### src/rtl/cnt_seq_pkg.sv
// Shared types and helpers for the counter run sequencer.
package cnt_seq_pkg;

  typedef enum logic [1:0] {
    ST_IDLE,
    ST_ARM,
    ST_RUN,
    ST_DONE
  } state_e;

  // Steps in one full period of the downstream 4-bit down counter.
  localparam int CNT_PERIOD = 16;

  function automatic int prescale_w(input int prescale);
    return (prescale <= 2) ? 1 : $clog2(prescale);
  endfunction

endpackage

### src/rtl/tick_gen.sv
// Prescaler: tick is high on the cycle the prescaler reads zero.
module tick_gen
  import cnt_seq_pkg::*;
#(
  parameter int PRESCALE = 1
) (
  input  logic clk,
  input  logic rst,
  input  logic clr,
  output logic tick
);

  localparam int PW = prescale_w(PRESCALE);
  localparam logic [PW-1:0] LAST = PW'(PRESCALE - 1);

  logic [PW-1:0] pre_q, pre_d;

  // NOTE: every always_comb output gets a default first, so no path leaves it unassigned (no latch).
  always_comb begin
    pre_d = pre_q + PW'(1);
    if (clr || (pre_q == LAST)) begin
      pre_d = '0;
    end
  end

  // NOTE: state registers use non-blocking assignment so all flops update together at the edge.
  always_ff @(posedge clk or negedge rst) begin
    if (!rst) begin
      pre_q <= '0;
    end else begin
      pre_q <= pre_d;
    end
  end

  assign tick = (pre_q == '0);

endmodule

### src/rtl/cnt_sequencer.sv
// Run controller for a 4-bit down counter: paces its enable and stops after a
// requested number of full periods, with ready/start handshake and done pulse.
module cnt_sequencer
  import cnt_seq_pkg::*;
#(
  parameter int WRAP_W   = 4,
  parameter int PRESCALE = 1
) (
  input  logic              clk,
  input  logic              rst,
  input  logic              start,
  input  logic [WRAP_W-1:0] wraps,
  input  logic              abort,
  input  logic              co,
  output logic              ready,
  output logic              busy,
  output logic              cnt,
  output logic              cnt_rst,
  output logic              done
);

  state_e            state_q, state_d;
  logic [WRAP_W-1:0] wraps_q;
  logic [WRAP_W-1:0] arrivals_q;
  logic              cnt_q;
  logic              tick;
  logic              accept;
  logic              arrival;
  logic              final_arrival;

  tick_gen #(
    .PRESCALE(PRESCALE)
  ) u_tick_gen (
    .clk (clk),
    .rst (rst),
    .clr (state_q != ST_RUN),
    .tick(tick)
  );

  assign accept        = (state_q == ST_IDLE) && start && !abort;
  // The counter just stepped from 0001 to 0000 when our last enable is seen with co low.
  assign arrival       = (state_q == ST_RUN) && cnt_q && !co;
  assign final_arrival = arrival && (arrivals_q == (wraps_q - WRAP_W'(1)));

  always_comb begin
    state_d = state_q;
    ready   = 1'b0;
    busy    = 1'b0;
    cnt     = 1'b0;
    cnt_rst = 1'b0;
    done    = 1'b0;
    unique case (state_q)
      ST_IDLE: begin
        ready   = 1'b1;
        cnt_rst = 1'b1;
        if (accept) begin
          state_d = (wraps == '0) ? ST_DONE : ST_ARM;
        end
      end
      ST_ARM: begin
        busy    = 1'b1;
        state_d = abort ? ST_IDLE : ST_RUN;
      end
      ST_RUN: begin
        busy = 1'b1;
        cnt  = tick && !final_arrival && !abort;
        if (abort) begin
          state_d = ST_IDLE;
        end else if (final_arrival) begin
          state_d = ST_DONE;
        end
      end
      ST_DONE: begin
        busy    = 1'b1;
        done    = 1'b1;
        state_d = ST_IDLE;
      end
      default: state_d = ST_IDLE;
    endcase
  end

  always_ff @(posedge clk or negedge rst) begin
    if (!rst) begin
      state_q    <= ST_IDLE;
      wraps_q    <= '0;
      arrivals_q <= '0;
      cnt_q      <= 1'b0;
    end else begin
      state_q <= state_d;
      cnt_q   <= cnt;
      if (accept) begin
        wraps_q <= wraps;
      end
      if (state_q != ST_RUN) begin
        arrivals_q <= '0;
      end else if (arrival) begin
        arrivals_q <= arrivals_q + WRAP_W'(1);
      end
    end
  end

endmodule

### config.mk
export PLATFORM = sky130hd
export DESIGN_NAME = cnt_sequencer
export DESIGN_NICKNAME = d
export VERILOG_FILES = /design/src/rtl/cnt_seq_pkg.sv /design/src/rtl/tick_gen.sv /design/src/rtl/cnt_sequencer.sv
export SDC_FILE = /design/constraint.sdc
export NUM_CORES = 1
export LEC_CHECK = 0
export CAP_MARGIN = 20
export CORE_MARGIN = 2
export CORE_UTILIZATION = 48
export DETAILED_ROUTE_END_ITERATION = 12
export DONT_BUFFER_PORTS = 1
export PLACE_DENSITY = 0.67
export SLEW_MARGIN = 20
export SYNTH_ARGS = -nofsm -noshare
export SYNTH_HDL_FRONTEND = slang
export SYNTH_HIERARCHICAL = 1
export SYNTH_SLANG_ARGS = --single-unit
### constraint.sdc
create_clock -name clk -period 2 [get_ports clk]
set_input_delay 0.4 -clock clk [delete_from_list [all_inputs] [get_ports clk]]
set_output_delay 0.4 -clock clk [all_outputs]
set_load 0.02 [all_outputs]
Yosys cells after proc, flatten, opt, wreduce, memory -nomap -nowiden
Cells that the tools add are included.
{"block": "word_totals", "reg_bits": 12, "inputBits": 9, "out_inout_bits": 5, "word_cells": 45}
{"block": "op_classes", "addsub": 3, "n_eq_ne": 7, "muxes": 13, "bitwise": 1, "n_reduce_logical": 16}
{"cell": "2-bit 2-to-1 mux", "count": 5}
{"cell": "4-bit 2-to-1 mux", "count": 2}
{"cell": "2-bit one-hot mux with 4 select lines", "count": 1}
{"cell": "1-bit logical AND", "count": 7}
{"cell": "1-bit 2-to-1 mux", "count": 5}
{"cell": "4-bit by 1-bit adder with 4-bit output (second input constant)", "count": 1}
{"cell": "2-bit == test (second input constant)", "count": 2}
{"cell": "4-bit == test", "count": 1}
{"cell": "4-bit zero test", "count": 1}
{"cell": "2-bit inequality test (second input constant)", "count": 2}
{"cell": "4-bit by 1-bit subtractor with 4-bit output (second input constant)", "count": 1}
{"cell": "1-bit zero test", "count": 3}
{"cell": "3-bit inequality test (second input constant)", "count": 1}
{"cell": "3-bit OR reduction", "count": 1}
{"cell": "2-bit by 1-bit == test with 1-bit output (second input constant)", "count": 1}
{"cell": "2-bit zero test", "count": 1}
{"cell": "2-bit AND reduction", "count": 1}
{"cell": "2-bit nonzero test", "count": 1}
{"cell": "1-bit adder (second input constant)", "count": 1}
{"cell": "1-bit logical OR", "count": 1}
{"cell": "1-bit inverter", "count": 1}

Depth between registers and ports, before layout
{"block": "logic_depth", "depth_word": 8, "depth_mapped": 6, "depth_no_buf": 6}

Cells and area by module
Netlist, hierarchy kept.
{"mod": "cnt_sequencer", "n_inst": 1, "cells_each": 54, "area_each_um2": 595.6, "seq_area_each_um2": 275.3}
{"mod": "tick_gen", "n_inst": 1, "cells_each": 3, "area_each_um2": 32.5, "seq_area_each_um2": 25.0}

Worst setup path after synthesis
No wires, ideal clock.
{"block": "synth_path", "path_kind": "reg2out", "start": "register wraps_q[0]", "end": "output cnt", "arrival_ns": 1.405, "required_ns": 1.600, "path_slack_ns": 0.195, "path_stages_with_launch": 7, "path_buffers": 0, "cell_sequence": "dfrtp_1 inv_1 ha_1 xnor2_1 nor4b_2 nand3_1 and4_1"}
{"block": "synth_via", "elab_chain_cells": 7}
{"item": "start: declaration", "line_no": "cnt_sequencer.sv:23", "text": "logic [WRAP_W-1:0] wraps_q;"}
{"item": "start signal: assignment", "line_no": "cnt_sequencer.sv:92", "text": "wraps_q <= wraps;"}
{"item": "4-bit by 1-bit subtractor with 4-bit output", "line_no": "cnt_sequencer.sv:43", "text": "assign final_arrival = arrival && (arrivals_q == (wraps_q - WRAP_W'(1)));"}
{"item": "4-bit == test", "line_no": "cnt_sequencer.sv:43"}
{"item": "1-bit logical AND", "line_no": "cnt_sequencer.sv:43"}
{"item": "1-bit zero test", "line_no": "cnt_sequencer.sv:66", "text": "cnt = tick && !final_arrival && !abort;"}
{"item": "1-bit logical AND (2 in series)", "line_no": "cnt_sequencer.sv:66"}
{"item": "1-bit 2-to-1 mux", "line_no": "cnt_sequencer.sv:52", "text": "unique case (state_q)"}
{"item": "end: declaration", "line_no": "cnt_sequencer.sv:17", "text": "output logic cnt,"}
Every way passes these cells.

Worst setup path in the final report
Ends and elaborated chain as after synthesis.

==> impl_metrics.env <==
export IMPL_antenna_found_initial=0
export IMPL_top_layer="met4"
export IMPL_relSlewSlack_pct=63.1
export IMPL_wl_met3_um=36
export IMPL_power_density_nw_per_um2=809
export IMPL_hp_class="in -> reg"
export IMPL_remaining_drc_errors=0
export IMPL_clockRootBuffer="clkbuf_4"
export IMPL_slew_violations=0
export IMPL_wl_um=995
export IMPL_violations="setup timing"
export IMPL_yosysTopAreaCellShare_pct=47.8
export IMPL_insertion_delay_ns=0.27
export IMPL_total_power_uw=568
export IMPL_timing_final_crit_share_pct=101
export IMPL_gp_congestion=0.730
export IMPL_reg2reg_depth=6
export IMPL_post_place_ws_ns=0.166
export IMPL_wl_per_cell_um=12.9
export IMPL_vias_per_cell=5.05
export IMPL_critPathKind="reg -> out"
export IMPL_crit_chain="inv_2 -> ha_4 -> xnor2_1 -> nor4b_2 -> nand3_1 -> and4_4"
export IMPL_worstSetupStartpointType="register"
export IMPL_cp_slowest_cell="dfrtp_1"
export IMPL_finalWorstPathRequiredPeriod_ns=2.03
export IMPL_portBuffers=0
export IMPL_seq_area_frac_synth_pct=47.8
export IMPL_ir_drop_uv=384
export IMPL_crit_path_start="wraps_q[0]"
export IMPL_critPathRequiredTime_ns=1.60
export IMPL_numCtsBuffers=3
export IMPL_met1_length_um=471
export IMPL_start_util_pct=50.1
export IMPL_clock_fmax_ghz=0.494
export IMPL_tightest_slew_ns=0.552
export IMPL_fill_cells=105
export IMPL_syn_nets=68
export IMPL_tns_ns=-0.0252
export IMPL_drtAntennaViolNets=0
export IMPL_ios=14
export IMPL_nets=75
export IMPL_synthTopCellsByArea="dfrtp_1 48%, xnor2_1 7.0%, xor2_1 5.6%"
export IMPL_grt_pass1_wl_mm=1.58
export IMPL_placed_area_sq_um=654
export IMPL_fin_hold_ws_ns=0.182
export IMPL_final_design_area_no_fill_sq_um=702
export IMPL_ys_ff_latch=12
export IMPL_r2r_end="cnt_q"
export IMPL_routed_via_count=389
export IMPL_cts_htree_levels=1
export IMPL_clk_pin_slew_ns=0.07
export IMPL_post_cts_buffers=0
export IMPL_critPathCapture="cnt"
export IMPL_postSynthAreaPerCell_sq_um=11.0
export IMPL_gr_total_overflow=0
export IMPL_r2r_start="wraps_q[0]"
export IMPL_power_leakage_uw=0.000298
export IMPL_worstPathArrival_ns=1.63
export IMPL_cts_sinks=12
export IMPL_synth_top_area_cell="dfrtp_1"
export IMPL_ys_types=26
export IMPL_critPathMaxFanout=2
export IMPL_dieArea_sq_um=1610
export IMPL_hold_violations=0
export IMPL_grt_max_degree=13
export IMPL_die_h_um=40.2
export IMPL_drt_first_pass_iters=2
export IMPL_area_growth_pct=11.8
export IMPL_ff2ff_setup_slack_ns=0.52
export IMPL_core_area_sq_um=1250
export IMPL_dr_wl_met2_um=466
export IMPL_outcome="complete, but fails checks"
export IMPL_cts_tree="yes"
export IMPL_cap_violations=0
export IMPL_die_w_um=40.2
export IMPL_rsz0062_at_grt="yes"
export IMPL_rows=13
export IMPL_synth_cells=57
export IMPL_finalSetupViolCount=1
export IMPL_max_stage_delay_ns=0.39
export IMPL_antenna_cells=0
export IMPL_grt_pass1_vias=381
export IMPL_hpwl_um=764
export IMPL_first_iter_violations=1
export IMPL_drive_gt1_share_pct=25.8
export IMPL_grt_usage_pct=15.9
export IMPL_setup_slack_ns=-0.0252
export IMPL_syn_area_sq_um=628
export IMPL_worst_setup_path_end_kind="output pin"
export IMPL_clock_skew_final_ns=0.00710
export IMPL_clk_path_buf_depth=2
export IMPL_ys_warn_count=6
## worst max-delay path: cells and delay by family (launching register included)
family	cells	cell delay, ns
and+or+nand+nor	3	0.56
DFF	1	0.39
adders and majority gates	1	0.20
xor gates and xnor gates	1	0.13
buffers and inverters	1	0.08
## area by class of cell
class	instances	area [sq um]	area share, %
clock buffers	3	22.5	3.21
inverters	4	15.0	2.14
multi-input cells	40	320	45.6
flip-flops and latches	12	300	42.8
well taps	15	18.8	2.67
repair buffers	3	25.0	3.57
## placed cells by master, fill, tap and decap left out
cell type,count
a211oi_1,1
and2_2,1
and4_4,1
buf_4,2
clkbuf_4,3
conb_1,1
dfrtp_1,12
dlygate4sd3_1,1
ha_1,1
ha_4,1
inv_1,2
inv_2,2
mux2_2,2
mux2i_1,1
nand2_1,4
nand2b_1,1
nand2b_2,1
nand3_1,1
nand4_1,1
nor2_1,5
nor2b_1,1
nor3_1,1
nor4b_2,1
nor4b_4,1
o21ai_0,2
o21bai_1,1
or2_2,1
or4_1,1
xnor2_1,5
xor2_1,4
## state kept, by name, indices dropped and copies added (netlist names)
signal,cells
wraps_q,4
cnt_q,1
arrivals_q,4
state_q,2
u_tick_gen/pre_q,1
## cells by family after synthesis
kind of cell	after synthesis	share of synthesized area, %
AND/OR/NAND/NOR	21	22.3
adder cells (fa/ha/maj)	2	3.98
AO/OA/AOI/OAI	4	3.99
buffers and inverters	5	3.59
XOR/XNOR	9	12.5
multiplexers	3	5.18
flip-flops	12	47.8
other	1	0.597
## worst min-delay path by stage
stage / slack (ns) / cells after the start / from / to
finish: 0.18 / 1 / abort / state_q[1]
global route: 0.18 / 1 / abort / state_q[1]
CTS: 0.18 / 1 / abort / state_q[1]
detailed placement: 0.10 / 0 / rst / wraps_q[3]
global placement: 0.10 / 0 / rst / wraps_q[2]
floorplan: 0.10 / 0 / rst / arrivals_q[0]
## Yosys cell counts
cell / n
nor2_1: 5
xor2_1: 4
mux2i_1: 1
or4_1: 1
o21bai_1: 1
inv_1: 4
and4_1: 1
nand2b_1: 1
nand2_1: 4
nor4b_2: 1
nand3_1: 1
dfrtp_1: 12
a211oi_1: 1
conb_1: 1
buf_4: 1
and2_2: 1
nor3_1: 1
o21ai_0: 2
nand2b_2: 1
xnor2_1: 5
nor2b_1: 1
ha_1: 2
nor4b_4: 1
nand4_1: 1
or2_2: 1
mux2_2: 2
## per-stage QoR
step	utilization (%)	std cells
2_1_floorplan	-	57
3_3_place_gp	52.2	73
3_5_place_dp	52.2	73
4_1_cts	55.0	77
5_1_grt	56.0	77
6_report	56.0	77
## routing by layer
layer / track usage (%) / vias up
li1: - / 199
met5: 0 / -
met4: 10.0 / 0
met1: 20.4 / 177
met3: 3.89 / 4
met2: 23.8 / 9
## timing repair
action	in CTS	in global routing
resized for setup	2	3
endpoints found under the setup margin	1	1
pin swaps	2	1
hold endpoints to repair	12	0
hold buffers	1	0
cloned	0	0
## power by group
part	total [uW]	switching (uW)	internal [uW]	leakage [uW]
Clock	142	72.7	69.6	0.0000138
Sequential	286	20.6	265	0.000156
Combinational	140	72.1	67.9	0.000128
(Power assumes the default switching activity.)
==> edit (config.mk and constraints unchanged) <==
The 4 states of `state_e` get a one-hot encoding in 4 bits.
--- a/src/rtl/cnt_seq_pkg.sv
+++ b/src/rtl/cnt_seq_pkg.sv
@@ -3,7 +3,7 @@
 
-  typedef enum logic [1:0] {
-    ST_IDLE,
-    ST_ARM,
-    ST_RUN,
-    ST_DONE
+  typedef enum logic [3:0] {
+    ST_IDLE = 4'b0001,
+    ST_ARM  = 4'b0010,
+    ST_RUN  = 4'b0100,
+    ST_DONE = 4'b1000
   } state_e;
Check against the original RTL: same outputs for any inputs over 10 cycles, from zero or initial values and one cycle with rst low; not proved beyond that.
==> edit against the original RTL <==
Clock skew fell by 0.0062 ns; sequential power increased by 17%; routed wire length rose by 33%; design area up 25%; worst hold slack improved by 0.083 ns; power is 23% higher; sequential cell count increased by 2; area after synthesis is 20% higher; setup slack improved by 0.066 ns.
==> edit: results (changes against the original RTL) <==
outcome=finished, final reports clean (was finished, violations left); Routed WL=1.32 mm (was 995 um); Worst Path Arrival=1.56 ns (was 1.63 ns); Hold Startpoint=wraps[1] (was abort); setup slack, reg-to-reg=0.57 ns (was 0.52 ns); first-pass GRT wire length=2.17 mm (was 1.58 mm); Final nets=90 (was 75); FF-to-FF path depth=6 (unchanged); Reg-to-Reg End=state_q[3]$_DFFE_PN0P_ (was cnt_q$_DFF_PN0_); HPWL Detailed=945 um (was 764 um); kind of cell adding the most delay to the critical path=flip-flops (was simple AND/OR/NAND/NOR gates); placed cells=87 (was 73); skew final=0.000925 ns (was 0.00710 ns); Slew HR=60.8% (was 63.1%); share of layout cells above drive strength 1=33.3% (was 25.8%); post-synthesis net count=83 (was 68); CP max stage cell=dfrtp_1 (unchanged); pre-CTS WS=0.137 ns (was 0.166 ns); vias in the first global route=520 (was 381); WL per Instance=14.1 um (was 12.9 um); total number of vias=531 (was 389); synth cell count leaders=13 x dfrtp_1, 9 x nor2_1, 6 x xor2_1 (was 12 x dfrtp_1, 5 x nor2_1, 5 x xnor2_1); VDD IR-drop max=0.479 mV (was 0.384 mV); Seq/Total Area, Yosys=46.7% (was 47.8%); largest net degree at the start of global routing=15 (was 13); GRT Util Overall=16.3% (was 15.9%); count of different cell masters after synthesis=30 (was 26); synth top area cells=dfrtp_1 43%, mux2_2 7.5%, xor2_1 7.0%, nor2_1 4.5%, dfstp_2 3.5% (was dfrtp_1 48%, xnor2_1 7.0%, xor2_1 5.6%, ha_1 4.0%, nor4b_4 3.8%); top flop regs=arrivals_q x4, state_q x4, wraps_q x4 (was arrivals_q x4, wraps_q x4, state_q x2); Iter 0 DRT Violations=4 (was 1); Leak=0.000372 uW (was 0.000298 uW); DR pass1 iterations=4 (was 2); WHS Endpoint=wraps_q[1]$_DFFE_PN0P_ (was state_q[1]$_DFFE_PN0P_); synthesized instance count=72 (was 57)
[edit: kinds of logic (layout without fill, tap and decap cells)]
kind of cell,Yosys count,in the layout,synth area share [%]
fa+ha+maj,2,2,3.32
simple gates,29,29,22.3
mux,6,6,8.80
compound gates,5,5,4.15
xor+xnor,9,9,10.5
flops,14,14,46.7
other cells,1,1,0.498
buf+inv,6,12,3.82
[edit: layer usage]
layer	vias to the layer above	global-route usage, %	share of wire, %
met2	15	25.0	50
met1	256	20.1	44
met4	0	9.09	0.45
met3	2	5.42	5.7
met5	-	0	0
li1	258	-	-
[edit: cell type report]
cell class | instances | area, um2
Fill cell | 125 | 612
Multi-Input combinational cell | 52 | 417
Sequential cell | 14 | 353
Timing Repair Buffer | 5 | 40.0
Clock buffer | 4 | 36.3
Tap cell | 16 | 20.0
Inverter | 3 | 11.3
[edit: worst max path at each step]
stage,startpoint,endpoint,slack [ns],cells after the start
global route,wraps_q[1]$_DFFE_PN0P_,cnt,-0.02,6
detailed placement,wraps_q[0]$_DFFE_PN0P_,cnt,0.14,6
floorplan,wraps_q[0]$_DFFE_PN0P_,cnt,0.21,6
global placement,wraps_q[0]$_DFFE_PN0P_,cnt,0.16,6
CTS,wraps_q[0]$_DFFE_PN0P_,cnt,0.007,6
finish,wraps_q[0]$_DFFE_PN0P_,cnt,0.04,6
[edit: power by group]
group | switching (uW) | internal [uW] | total [uW]
clock network | 93.1 | 111 | 204
logic | 77.8 | 85.3 | 163
registers | 26.3 | 308 | 334
[edit: repair_timing]
action,4_1_cts,5_1_grt
setup buffers,2,0
hold buffers,1,0
gates resized for setup,3,8
setup endpoints to repair,1,2
hold endpoints to repair,14,0
pin swaps,2,5
[edit: through the flow]
stage	hold slack (ns)	instance area (um2)	utilization, %
after global routing	0.246	877	58.9
after global placement	0.105	777	52.2
final	0.266	877	58.9
after detailed placement	0.105	777	52.2
after CTS	0.264	848	57.0
after floorplan	0.104	759	-
[edit: worst register-to-register path, stage by stage, from the launching register on]
cell     delay (ns)
dfrtp_1        0.38
inv_2          0.06
ha_4           0.15
xor2_2         0.14
xnor2_1        0.23
nand3_2        0.12
o32ai_1        0.27
